--- config.mk ---
export PLATFORM = sky130hd
export DESIGN_NAME = alu_result_stage
export DESIGN_NICKNAME = d
export VERILOG_FILES = /design/src/rtl/alu_result_stage_pkg.sv /design/src/rtl/alu_flag_gen.sv /design/src/rtl/alu_result_stage.sv
export SDC_FILE = /design/constraint.sdc
export NUM_CORES = 1
export LEC_CHECK = 0
export CAP_MARGIN = 10
export CORE_MARGIN = 2
export CORE_UTILIZATION = 49
export CTS_CLUSTER_DIAMETER = 80
export CTS_CLUSTER_SIZE = 25
export DETAILED_ROUTE_END_ITERATION = 12
export GPL_ROUTABILITY_DRIVEN = 0
export PLACE_DENSITY = 0.83
export SLEW_MARGIN = 10
export SYNTH_ARGS = -nofsm -noshare
export SYNTH_HDL_FRONTEND = slang
export SYNTH_HIERARCHICAL = 1
export SYNTH_SLANG_ARGS = --single-unit
--- constraint.sdc ---
create_clock -name clk -period 3.8 [get_ports clk]
set_input_delay 0.76 -clock clk [delete_from_list [all_inputs] [get_ports clk]]
set_output_delay 0.76 -clock clk [all_outputs]
set_load 0.1 [all_outputs]
--- src/rtl/alu_result_stage_pkg.sv ---
// Shared opcode encodings and flag bit positions for the ALU result stage.
package alu_result_stage_pkg;

  typedef enum logic [3:0] {
    OP_ADD  = 4'd0,
    OP_SUB  = 4'd1,
    OP_AND  = 4'd2,
    OP_OR   = 4'd3,
    OP_XOR  = 4'd4,
    OP_NOT  = 4'd5,
    OP_SLL  = 4'd6,
    OP_SRL  = 4'd7,
    OP_SRA  = 4'd8,
    OP_SLTE = 4'd9
  } alu_op_e;

  localparam int FLAG_T = 0;
  localparam int FLAG_Z = 1;
  localparam int FLAG_N = 2;
  localparam int FLAG_V = 3;

endpackage

--- src/rtl/alu_flag_gen.sv ---
// Combinational status flags {V,N,Z,T} for one ALU result.
module alu_flag_gen
  import alu_result_stage_pkg::*;
#(
  parameter int WIDTH = 16
) (
  input  logic [WIDTH-1:0] i_result,
  input  logic [3:0]       i_op,
  input  logic             i_overflow,
  output logic [3:0]       o_flags
);

  // NOTE: assigning a default first in always_comb prevents an inferred latch.
  always_comb begin
    o_flags         = '0;
    o_flags[FLAG_Z] = (i_result == '0);
    o_flags[FLAG_N] = i_result[WIDTH-1];
    // Overflow is meaningful only for arithmetic; undefined opcodes fall through as 0.
    o_flags[FLAG_V] = i_overflow && ((i_op == OP_ADD) || (i_op == OP_SUB));
    o_flags[FLAG_T] = (i_op == OP_SLTE) && i_result[0];
  end

endmodule

--- src/rtl/alu_result_stage.sv ---
// Registered ALU output stage: flag capture, 2-entry skid FIFO with a
// registered in_ready, and a saturating overflow counter.
module alu_result_stage
  import alu_result_stage_pkg::*;
#(
  parameter int WIDTH = 16,
  parameter int CNT_W = 8
) (
  input  logic             clk,
  input  logic             rst,
  input  logic             in_valid,
  output logic             in_ready,
  input  logic [WIDTH-1:0] in_result,
  input  logic [3:0]       in_op,
  input  logic             in_overflow,
  output logic             out_valid,
  input  logic             out_ready,
  output logic [WIDTH-1:0] out_result,
  output logic [3:0]       out_flags,
  output logic [CNT_W-1:0] ovf_count,
  input  logic             cnt_clr
);

  logic [WIDTH-1:0] r_res_mem  [2];
  logic [3:0]       r_flag_mem [2];
  logic             r_wr_ptr;
  logic             r_rd_ptr;
  logic [1:0]       r_count;
  logic             r_in_ready;
  logic [CNT_W-1:0] r_ovf_count;

  logic [3:0]       w_flags;
  logic             w_push;
  logic             w_pop;
  logic [1:0]       w_count_nxt;
  logic             w_ovf_inc;

  alu_flag_gen #(.WIDTH(WIDTH)) u_flag_gen (
    .i_result   (in_result),
    .i_op       (in_op),
    .i_overflow (in_overflow),
    .o_flags    (w_flags)
  );

  assign w_push      = in_valid && r_in_ready;
  assign w_pop       = (r_count != 2'd0) && out_ready;
  assign w_count_nxt = r_count + {1'b0, w_push} - {1'b0, w_pop};
  assign w_ovf_inc   = w_push && w_flags[FLAG_V] && (r_ovf_count != {CNT_W{1'b1}});

  // NOTE: sequential state uses non-blocking assignments so every register
  // samples pre-edge values regardless of statement order.
  always_ff @(posedge clk) begin
    if (rst) begin
      r_wr_ptr    <= 1'b0;
      r_rd_ptr    <= 1'b0;
      r_count     <= 2'd0;
      r_in_ready  <= 1'b1;
      r_ovf_count <= '0;
    end else begin
      r_count <= w_count_nxt;
      // Ready looks at next occupancy only, so out_ready never reaches in_ready combinationally.
      r_in_ready <= (w_count_nxt < 2'd2);
      if (w_push) r_wr_ptr <= ~r_wr_ptr;
      if (w_pop)  r_rd_ptr <= ~r_rd_ptr;
      if (cnt_clr)        r_ovf_count <= '0;
      else if (w_ovf_inc) r_ovf_count <= r_ovf_count + 1'b1;
    end
  end

  // NOTE: storage has no reset; occupancy gates everything read from it.
  always_ff @(posedge clk) begin
    if (!rst && w_push) begin
      r_res_mem[r_wr_ptr]  <= in_result;
      r_flag_mem[r_wr_ptr] <= w_flags;
    end
  end

  assign in_ready   = r_in_ready;
  assign out_valid  = (r_count != 2'd0);
  assign out_result = out_valid ? r_res_mem[r_rd_ptr]  : '0;
  assign out_flags  = out_valid ? r_flag_mem[r_rd_ptr] : 4'd0;
  assign ovf_count  = r_ovf_count;

endmodule

==> results.md <==
* Run status: complete, no violations
* Power Dens Cells at 839 nW/µm²
* Final total negative setup slack at 0 ns
* Combinational cell fraction of total power at 0.547
* Later-pin clock latency in the skew report at 0.31 ns
* Net switching fraction of the power at 0.518
* DRT iter0 DRCs at 85
* Clock tree from TritonCTS: done
* Final clock skew at 0.00831 ns
* Hold buffer count at CTS at 0
* Worst setup path class: flip-flop to output pin
* Peak ir drop on the vdd network at 0.000364 V
* Max-cap violation count at 0
* Post-synthesis sequential area ratio at 0.654
* H-Tree Level Count at 2
* Synth Area per Inst at 13.4 µm²
* Average wire length per cell after detail routing at 15.3 µm
* Final Setup Violations at 0
* Slew Limit Fails at 0
* Number of enable flip-flop cells after synthesis at 40
* Number of antenna violations at the first check in global routing at 0
* GR Overflow Total at 0
* Proportion of synthesized flip-flops having asynchronous set or reset at 0
* Hold Crit Class: flip-flop to flip-flop
* Area of the core at 4410 µm²
* Clock-pin transition on the worst setup and hold timing paths at 0.10 ns
* Clock sink total at 54
* Multi-input logic area at 753 µm²
* Gate count after technology mapping at 169
* Power share of the clock group at 0.157
* Number of library cell types mapped by synthesis at 37
* Buffers inserted during post-CTS setup optimization at 0
* RSZ-0062 raised after global routing: false
* Diode insertion count for antenna repair at 0
* Most frequently used cell type in the post-synthesis netlist: edfxtp_1
* Type of origin of the critical path: flip-flop
* Fraction of layout cells with a size suffix above 1 at 0.191
* Slew at the pin closest to its max-slew limit at 0.981 ns
* Slowest cell on the critical path: clkdlybuf4s50_1
* Library cell used as clock root buffer: clkbuf_8
* Via-to-Cell Ratio at 5.39
* Number of iterations in the first detailed-routing pass at 4
* Ranking of synthesized cells by instance count: 40 x edfxtp_1, 26 x mux2i_1, 26 x nor2_1
* Top cell type's share of synthesized area at 0.530
* Number of port buffers at 55
* Post-synthesis sequential element count at 54
* Final HPWL DP at 3.08 mm
* Internal power component at 1200 µW
* Drc violations at 0
* Global-route usage over all layers at 0.173
* Top cells by area, synth: edfxtp_1 53%, dfxtp_1 12%, mux2i_1 11%, nor2_1 4.3%, nor4_1 1.4%
* Remaining antenna violation count after routing at 0
* Time the final worst path needs with I/O delays and setup at 2.69 ns
* Number of warnings printed during yosys synthesis at 6
* Slowest Stage Delay on Critical Path at 1.18 ns
* Sequence of cells on the critical path: clkdlybuf4s50_1
* # nets final at 257
* Fin util at 0.670
* Total via count after detailed routing at 1521
* Starting density of the core at 0.513
* Height of the die at 72.0 µm
* Leakage at 0.00107 µW
* Gate family responsible for the most delay along the worst path: buffers and inverters
* Total Routed Length at 4.31 mm
* WP buf/inv at 1
* Final-layout fill cell count at 327
* Slew Limit Headroom at 0.344
* Number of global-route vias before repair at 1401
* Net switching power of the design at 1290 µW
* Worst path arrival time at 1.93 ns
* Seq. cell area at 1480 µm²
* Horizontal die dimension at 72.0 µm
* Ratio of final minimum period to clock period at 0.709
* Largest net degree at the start of global routing at 22
* Row Count at 24
* Minimum hold slack at 0.503 ns
* Synth Cell Area at 2260 µm²
* Resize count post-CTS at 0
* Sequential power share at 0.295
* Mapped Nets at 197
* Required time of the critical path at 3.04 ns
* Final Hold Vio Count at 0
* Num ports at 56
* Max Buffers Root-to-Sink at 2
* Inserted Clock Buffers at 5
* Maximum fanout count along the critical path at 7
* Highest attainable clock frequency at 371 MHz
* CP Capture Type: output pin
* Synth area leader: edfxtp_1
* Global-route wire length before repair at 6.80 mm
* Growth of design area from synthesis to finish at 30.7%
* Total die area at 5180 µm²
* Post-synth top flop: edfxtp_1
-- worst paths after layout --
| path | start | endpoint | slack (ns) | cells past startpoint |
|---|---|---|---|---|
| max | ovf_count[4] | ovf_count[4] | 1.11 | 1 |
| max reg2reg | in_ready | r_count[1] | 2.25 | 5 |
| min | ovf_count[1] | ovf_count[1] | 0.50 | 2 |
| min reg2reg | ovf_count[1] | ovf_count[1] | 0.50 | 2 |
-- metrics by stage --
| step | setup WS (ns) | instances | total power [µW] | cell area (µm²) |
|---|---|---|---|---|
| floorplan | 0.496 | 169 | 1830 | 2260 |
| global placement | 0.935 | 274 | 2100 | 2840 |
| detailed placement | 0.836 | 274 | 2120 | 2840 |
| CTS | 1.10 | 282 | 2500 | 2960 |
| global route | 1.01 | 282 | 2570 | 2960 |
| finish | 1.11 | 282 | 2480 | 2960 |
-- routing by layer --
layer / GRT usage / part of all wire / vias up
met4: 0.0608 / 0.015 / 0
li1: - / - / 755
met5: 0 / 0 / -
met3: 0.0514 / 0.064 / 7
met2: 0.279 / 0.50 / 64
met1: 0.226 / 0.43 / 695
-- layout make-up --
cell class | count | share of cell area
multi-input combinational | 106 | 0.255
clock buffer | 5 | 0.0233
tap | 52 | 0.0220
sequential | 54 | 0.501
inverter | 2 | 0.00254
timing repair buffer | 60 | 0.181
clock inverter | 3 | 0.0161
-- registers in the layout, summed over array words and instances (netlist names), named ones only --
register    cells
in_ready        1
ovf_count       8
r_count         2
r_flag_mem      8
r_rd_ptr        1
r_res_mem      32
r_wr_ptr        1
-- cell families (layout without fill, tap and decap cells) --
kind of cell | Yosys count | in the layout | share of synthesized area
multiplexers | 27 | 27 | 0.120
AND/OR/NAND/NOR | 62 | 62 | 0.144
AO/OA/AOI/OAI | 12 | 12 | 0.0420
flip-flops | 54 | 54 | 0.654
adder cells (fa/ha/maj) | 2 | 2 | 0.0110
XOR/XNOR | 3 | 3 | 0.0116
buffers and inverters | 9 | 70 | 0.0177
-- layout by cell type, fill, tap and decap left out, types with 2 or more instances in the layout --
cell / count
edfxtp_1: 40
clkdlybuf4s50_1: 34
nor2_1: 26
mux2i_1: 26
buf_4: 26
dfxtp_1: 14
nand2_1: 7
nor4_1: 5
clkbuf_8: 5
a21oi_1: 4
xor2_1: 3
nand3_1: 3
nor2b_1: 3
inv_1: 2
and4_2: 2
and3_1: 2
or3_1: 2
nand4_1: 2
nor4b_1: 2
ha_1: 2
-- power by group through the flow --
stage / Combinational [µW] / Sequential [µW] / Clock [µW]
floorplan: 1050 / 772 / 0
detailed placement: 1370 / 748 / 0
global route: 1410 / 739 / 419
CTS: 1370 / 734 / 397
finish: 1360 / 733 / 391
global placement: 1360 / 742 / 0
No activity file was read; power rests on OpenSTA's default activity.
